<file path="config.mk">
export PLATFORM = sky130hd
export DESIGN_NAME = masked_rank_select
export DESIGN_NICKNAME = d
export VERILOG_FILES = /design/src/rtl/masked_rank_select.sv
export SDC_FILE = /design/constraint.sdc
export NUM_CORES = 1
export LEC_CHECK = 0
export ABC_AREA = 1
export CAP_MARGIN = 0
export CORE_MARGIN = 10
export CORE_UTILIZATION = 59
export DETAILED_ROUTE_END_ITERATION = 12
export PLACE_DENSITY_LB_ADDON = 0.05
export SLEW_MARGIN = 40
export SYNTH_ARGS = -nofsm -noshare
export SYNTH_HDL_FRONTEND = slang
export SYNTH_SLANG_ARGS = --single-unit
</file>
<file path="constraint.sdc">
create_clock -name clk -period 5.35 [get_ports clk]
set_input_delay 0.535 -clock clk [delete_from_list [all_inputs] [get_ports clk]]
set_output_delay 0.535 -clock clk [all_outputs]
set_load 0.02 [all_outputs]
</file>
<file path="src/rtl/masked_rank_select.sv">
// masked_rank_select: sliding window of N samples. Every accepted sample shifts
// into the window. Once the window is full, the cycle after an accept looks at
// the externally supplied per-slot ranks, the mask and the target. It then
// returns the sample in the lowest masked slot whose rank equals the target,
// or raises out_err if no slot matches. At most one result is in flight.
//
// Ports
//   clk, rst    : single clock, synchronous active-high reset
//   in_valid    : a new sample is offered
//   in_ready    : the block can accept a sample this cycle
//   in_sample   : offered sample (W bits)
//   shift_en    : in_valid & in_ready; advances the upstream rank matrix
//   ranks       : masked rank per slot, slot j at [j*RB +: RB]
//   mask        : bit j set = slot j participates
//   target      : requested order statistic (1 = smallest)
//   out_valid   : result valid, held until out_ready
//   out_ready   : consumer accepts the result
//   out_sample  : selected sample (0 on error)
//   out_err     : no masked slot matched the target
module masked_rank_select #(
  parameter int unsigned N = 7,
  parameter int unsigned W = 8,
  localparam int unsigned RB = $clog2(N + 1)
) (
  input  logic            clk,
  input  logic            rst,
  input  logic            in_valid,
  output logic            in_ready,
  input  logic [W-1:0]    in_sample,
  output logic            shift_en,
  input  logic [RB*N-1:0] ranks,
  input  logic [N-1:0]    mask,
  input  logic [RB-1:0]   target,
  output logic            out_valid,
  input  logic            out_ready,
  output logic [W-1:0]    out_sample,
  output logic            out_err
);

  localparam int unsigned IW = (N > 1) ? $clog2(N) : 1;

  logic [W-1:0]  win [N];
  logic [RB-1:0] fill_cnt;
  logic [RB-1:0] fill_next;
  logic          s1_valid;
  logic          hit;
  logic [IW-1:0] hit_idx;

  // Only one result may be in flight; the output slot must be free or draining.
  assign in_ready = !s1_valid && (!out_valid || out_ready);
  assign shift_en = in_valid && in_ready;

  // Fill count after this accept, saturating at N.
  always_comb begin
    fill_next = fill_cnt;
    if (fill_cnt != RB'(N)) begin
      fill_next = fill_cnt + RB'(1);
    end
  end

  // Lowest matching slot: scan downwards so the lowest index wins.
  always_comb begin
    hit     = 1'b0;
    hit_idx = '0;
    for (int j = int'(N) - 1; j >= 0; j--) begin
      if (mask[j] && (ranks[j*int'(RB) +: RB] == target)) begin
        hit     = 1'b1;
        hit_idx = IW'(j);
      end
    end
  end

  // Sample window: slot N-1 is the newest sample, slot 0 the oldest.
  always_ff @(posedge clk) begin
    if (rst) begin
      for (int j = 0; j < int'(N); j++) begin
        win[j] <= '0;
      end
    end else if (shift_en) begin
      for (int j = 0; j < int'(N) - 1; j++) begin
        win[j] <= win[j+1];
      end
      win[N-1] <= in_sample;
    end
  end

  // Warm-up counter and selection stage flag.
  always_ff @(posedge clk) begin
    if (rst) begin
      fill_cnt <= '0;
      s1_valid <= 1'b0;
    end else begin
      if (shift_en) begin
        fill_cnt <= fill_next;
      end
      // in_ready excludes s1_valid, so an accept never coincides with stage 1.
      s1_valid <= shift_en && (fill_next == RB'(N));
    end
  end

  // Result register: a new load wins over a consumer drain on the same edge.
  always_ff @(posedge clk) begin
    if (rst) begin
      out_valid  <= 1'b0;
      out_sample <= '0;
      out_err    <= 1'b0;
    end else if (s1_valid) begin
      out_valid  <= 1'b1;
      out_sample <= hit ? win[hit_idx] : '0;
      out_err    <= !hit;
    end else if (out_valid && out_ready) begin
      out_valid  <= 1'b0;
    end
  end

endmodule

</file>
==> Word level (Yosys, flattened, before mapping) <==
Memory sizes are Yosys's and may differ from the RTL's.
Index checks and enable logic that the tools add are counted.
{ "classes": {"addsub": 1, "n_eq_ne": 9, "n_mux": 30, "bitwise_logic": 7, "reduce_logical": 16} }
{ "ops": {"columns": ["cell", "count"], "rows": [
  ["2-to-1 mux 8 bit", 8],
  ["2-to-1 mux 3 bit", 8],
  ["== test 3 bit", 7],
  ["2-to-1 mux 1 bit", 14],
  ["logical AND 1 bit", 11],
  ["OR 1 bit", 7],
  ["adder 3 x 1 -> 3 bit, second input constant", 1],
  ["== test 3 bit, second input constant", 1],
  ["logical NOT 1 bit", 3],
  ["!= test 3 bit, second input constant", 1],
  ["nonzero test 2 bit", 1],
  ["logical OR 1 bit", 1]
]} }
{ "totals": {"regBits": 14, "mem_bits_rw": 56, "in_bits": 43, "wordCells": 69, "memories": 1} }
{ "memory_table": {"columns": ["name", "depth", "width", "read_ports", "rd_ports_with_merged_regs", "wr", "line_no", "rtl"], "rows": [
  ["win", 7, 8, 7, 0, 7, "42", "logic [W-1:0] win [N];"]
]} }

==> Logic depth before layout (Yosys ltp) <==
An unclocked memory read counts as a cell.
{ "depth": {"ltp_word": 11, "depth_mapped": 18, "depth_no_buf": 16} }

==> Worst setup path before layout <==
OpenSTA, ideal clock, no wires.
{ "synth_timing": {"kind": "input to register", "start": "input out_ready", "end": "memory win[0][0] (enable)", "setup_time_ns": 0.416, "t_arrival_ns": 2.413, "setup_slack_ns": 2.522, "stages": 4, "path_buffers": 0, "path_cell_list": "inv_1 > a21oi_1 > nand2_1 > nand2_1"} }
{ "synth_rtl": {"columns": ["element", "line_no", "rtl"], "rows": [
  ["start, declared", "35", "input logic out_ready,"],
  ["end, declared", "42", null]
]} }

==> Final worst setup path <==
{ "layout_timing": {"start": "input target[0]", "end": "register out_sample[1]"} }
{ "layout_via": {"elab_chain_cells": 11, "elab_cells_between_ends": 30, "classes_between": "eq/ne: 7; mux: 15; reduce/logical: 7; memory: 1"} }
{ "layout_rtl": {"columns": ["element", "line_no", "rtl"], "rows": [
  ["start, declared", "33", "input logic [RB-1:0] target,"],
  ["== test 3 bit", "66", "if (mask[j] && (ranks[j*int'(RB) +: RB] == target)) begin"],
  ["logical AND 1 bit", "66", null],
  ["2-to-1 mux 3 bit (7 in series)", "66", null],
  ["memory (7 x 8 bit)", null, null],
  ["2-to-1 mux 8 bit *", "109", "out_sample <= hit ? win[hit_idx] : '0;"],
  ["end signal, assigned", "109", null],
  ["end, declared", "36", "output logic [W-1:0] out_sample,"]
]} }
Every way passes the cells marked *; elsewhere a longest branch is shown, timed or not.
A chain may end at the register's enable or synchronous reset.

==> impl_metrics.json <==
{
  "fmax_ghz": 0.378,
  "synthToLayoutAreaGrowth_pct": 17.6,
  "drv_cap": 0,
  "cp-end-kind": "flip-flop",
  "muxShareOfSynthArea_pct": 0,
  "clock_latency_ns": 0.34,
  "start_util_pct": 60.8,
  "hold_violations": 0,
  "place_hpwl_mm": 5.86,
  "io_pins": 55,
  "cts_setup_buffers": 0,
  "synth_fa_ha_area_share_pct": 0.324,
  "r2r-end": "win[0][1]$_SDFFCE_PN0P_",
  "ant_nets": 0,
  "die_height_um": 101,
  "synth_simple_gate_area_share_pct": 28.4,
  "hp-class": "flip-flop to flip-flop",
  "multi_input_area_um2": 1390,
  "synth_compound_area_share_pct": 5.93,
  "rsz0062_at_grt": "no",
  "first_pass_iters": 5,
  "crit_path_start_kind": "primary input",
  "cts_hold_buf": 0,
  "power.leakage_nw": 2.04,
  "netlist.area_leader.share_pct": 43.5,
  "syn_inst": 467,
  "grt_usage_pct": 17.0,
  "drive_above_1_share_pct": 10.3,
  "core_um2": 6350,
  "synth_edf_count": 56,
  "drt-wirelength-per-cell_um": 13.6,
  "seq_area_frac_synth_pct": 50.8,
  "critical_path_arrival_ns": 2.86,
  "dieWidth_um": 101,
  "power-per-cell-area_nw_per_um2": 266,
  "min_period_over_period_pct": 49.5,
  "first_global_vias": 3075,
  "path_max_fanout": 31,
  "antenna_cells": 0,
  "drc": 0,
  "status": "completed",
  "viasPerCell": 5.07,
  "avgSynthCellArea_um2": 8.27,
  "cts-htree-levels": 3,
  "ys_seq_elements": 70,
  "cts_tree": "built",
  "grt_overflow": 0,
  "grt_pass1_wl_mm": 14.0,
  "synthesis.area_um2": 3860,
  "ys_top_cells_by_area": "edfxtp_1 (44%), nand2_1 (9.9%), inv_1 (8.6%)",
  "cts_buffers": 9,
  "cts_buffer_depth": 2,
  "cts.sinks": 70,
  "tightest_slew_ns": 0.704,
  "grt_antenna_before_repair": 0,
  "setup_tns_ns": 0,
  "setup_violations": 0,
  "peakVddDrop_mv": 0.222,
  "slew_headroom_pct": 52.9,
  "reg2reg_from": "s1_valid$_SDFF_PP0_",
  "ys_types": 39,
  "fin_util_pct": 71.5,
  "skew_ns": 0.0128,
  "synth_top_family_by_area": "simple AND/OR/NAND/NOR gates",
  "fillers": 524,
  "placementRows": 29,
  "synth-xor-area-share_pct": 1.36,
  "syn_nets": 511,
  "critPathRequiredTime_ns": 5.56,
  "cts-root-buf": "clkbuf_8",
  "via_count": 3044,
  "async_reset_ff_share_pct": 0,
  "drt_iter0_markers": 260,
  "seq_area_um2": 1960,
  "crit_type": "primary input to flip-flop",
  "fin_crit_ns": 2.65,
  "critPathLaunch": "target[0]",
  "die-area_um2": 10200,
  "place.gp.congestion": 0.852,
  "fin_nets": 562,
  "crit_end": "out_sample[1]$_SDFFE_PP0P_",
  "grt_max_degree": 49,
  "rr_worst_depth": 4,
  "reg2reg_slack_ns": 3.22,
  "slew_viol_final": 0,
  "drt-total-wl_mm": 8.18,
  "clkSlewWorstSetupHoldPaths_ns": 0.07,
  "cts_resized": 0,
  "ys.warnings.count": 0,
  "port_buffers": 54,
  "yosys.area.top_type": "edfxtp_1",
  "synthFlopType": "edfxtp_1"
}
[cells by family after synthesis]
family,after synthesis
adders and majority gates,1
and+or+nand+nor,244
xor gates and xnor gates,6
AOI/OAI and AO/OA,35
buffers and inverters,111
DFF,70
[power by group]
part	internal, W	switching, W
clock network	0.000169	0.000205
registers	0.000618	0.0000115
logic	0.0000776	0.000129
total	0.000865	0.000345
[flip-flops by register name (all words and copies together) (netlist names)]
signal and cells:
s1_valid 1, fill_cnt 3, out_sample 8, out_err 1
out_valid 1, win 56
[Yosys cell counts, types with 2 or more instances]
master / number
a21oi_2: 8
clkbuf_1: 4
nand2_2: 5
nand3_2: 2
inv_2: 3
nand2_1: 102
edfxtp_1: 56
xnor2_1: 3
a21oi_1: 10
o21ai_1: 9
o211ai_1: 2
nor3_4: 2
xor2_1: 3
nand2_4: 5
inv_1: 89
buf_6: 7
dfxtp_1: 14
inv_4: 2
o21ai_0: 2
nand3_1: 45
nor2_1: 76
[cell usage in the layout, fill, tap and decap left out, types with 5 or more instances in the layout]
cell type and count:
a21oi_1 10, a21oi_2 8, clkbuf_8 9, clkdlybuf4s50_1 53
dfxtp_1 14, edfxtp_1 56, inv_1 89, nand2_1 101
nand2_2 6, nand2_4 5, nand3_1 45, nor2_1 76
o21ai_1 9
[worst max-delay path, cell delays in order]
cell	delay, ns
clkdlybuf4s50_1	0.71
inv_4	0.10
nand2_1	0.07
nand3_1	0.07
nor2_2	0.13
nand2_1	0.07
nand2_1	0.07
nand2_2	0.06
nand2_4	0.19
nand2_4	0.25
nand2_1	0.14
nand2_1	0.06
o21ai_1	0.14
nand2_1	0.09
nand2_1	0.09
a21oi_2	0.06
[per-stage QoR]
| stage | worst slack [ns] | instance area, um^2 | hold WS, ns | cells | power, W |
|---|---|---|---|---|---|
| 6_report | 2.70 | 4540 | 0.478 | 600 | 0.00121 |
| 5_1_grt | 2.41 | 4540 | 0.492 | 600 | 0.00127 |
| 4_1_cts | 2.51 | 4550 | 0.479 | 600 | 0.00122 |
| 3_5_place_dp | 2.15 | 4370 | 0.462 | 584 | 0.000849 |
| 3_3_place_gp | 2.22 | 4370 | 0.459 | 584 | 0.000843 |
| 2_1_floorplan | 2.52 | 3860 | 0.473 | 467 | 0.000789 |
[worst min path at each step]
| stage | depth (start not counted) | startpoint | to |
|---|---|---|---|
| 5_1_grt | 2 | out_sample[6]$_SDFFE_PP0P_ | out_sample[6]$_SDFFE_PP0P_ |
| 2_1_floorplan | 1 | fill_cnt[2]$_SDFFE_PP0P_ | fill_cnt[2]$_SDFFE_PP0P_ |
| 4_1_cts | 2 | out_sample[6]$_SDFFE_PP0P_ | out_sample[6]$_SDFFE_PP0P_ |
| 3_5_place_dp | 2 | out_sample[6]$_SDFFE_PP0P_ | out_sample[6]$_SDFFE_PP0P_ |
| 3_3_place_gp | 2 | out_sample[6]$_SDFFE_PP0P_ | out_sample[6]$_SDFFE_PP0P_ |
| 6_report | 2 | out_sample[6]$_SDFFE_PP0P_ | out_sample[6]$_SDFFE_PP0P_ |
[routing by layer]
| layer | wire (um) | GRT usage, % | vias to the layer above | part of all wire, % |
|---|---|---|---|---|
| met5 | 0 | 0 | - | 0 |
| met4 | 111 | 6.11 | 0 | 1.4 |
| met3 | 440 | 4.05 | 8 | 5.4 |
| met2 | 4170 | 28.8 | 81 | 51 |
| met1 | 3460 | 20.4 | 1397 | 42 |
| li1 | - | - | 1558 | - |
[area by class of cell]
class / instances / area share [%]
inverter: 95 / 8.07
clock buffer: 9 / 2.73
timing repair buffer: 56 / 12.1
sequential: 70 / 43.2
tap: 77 / 2.12
clock inverter: 7 / 1.07
multi-input combinational: 286 / 30.7
(Power assumes the default switching activity.)
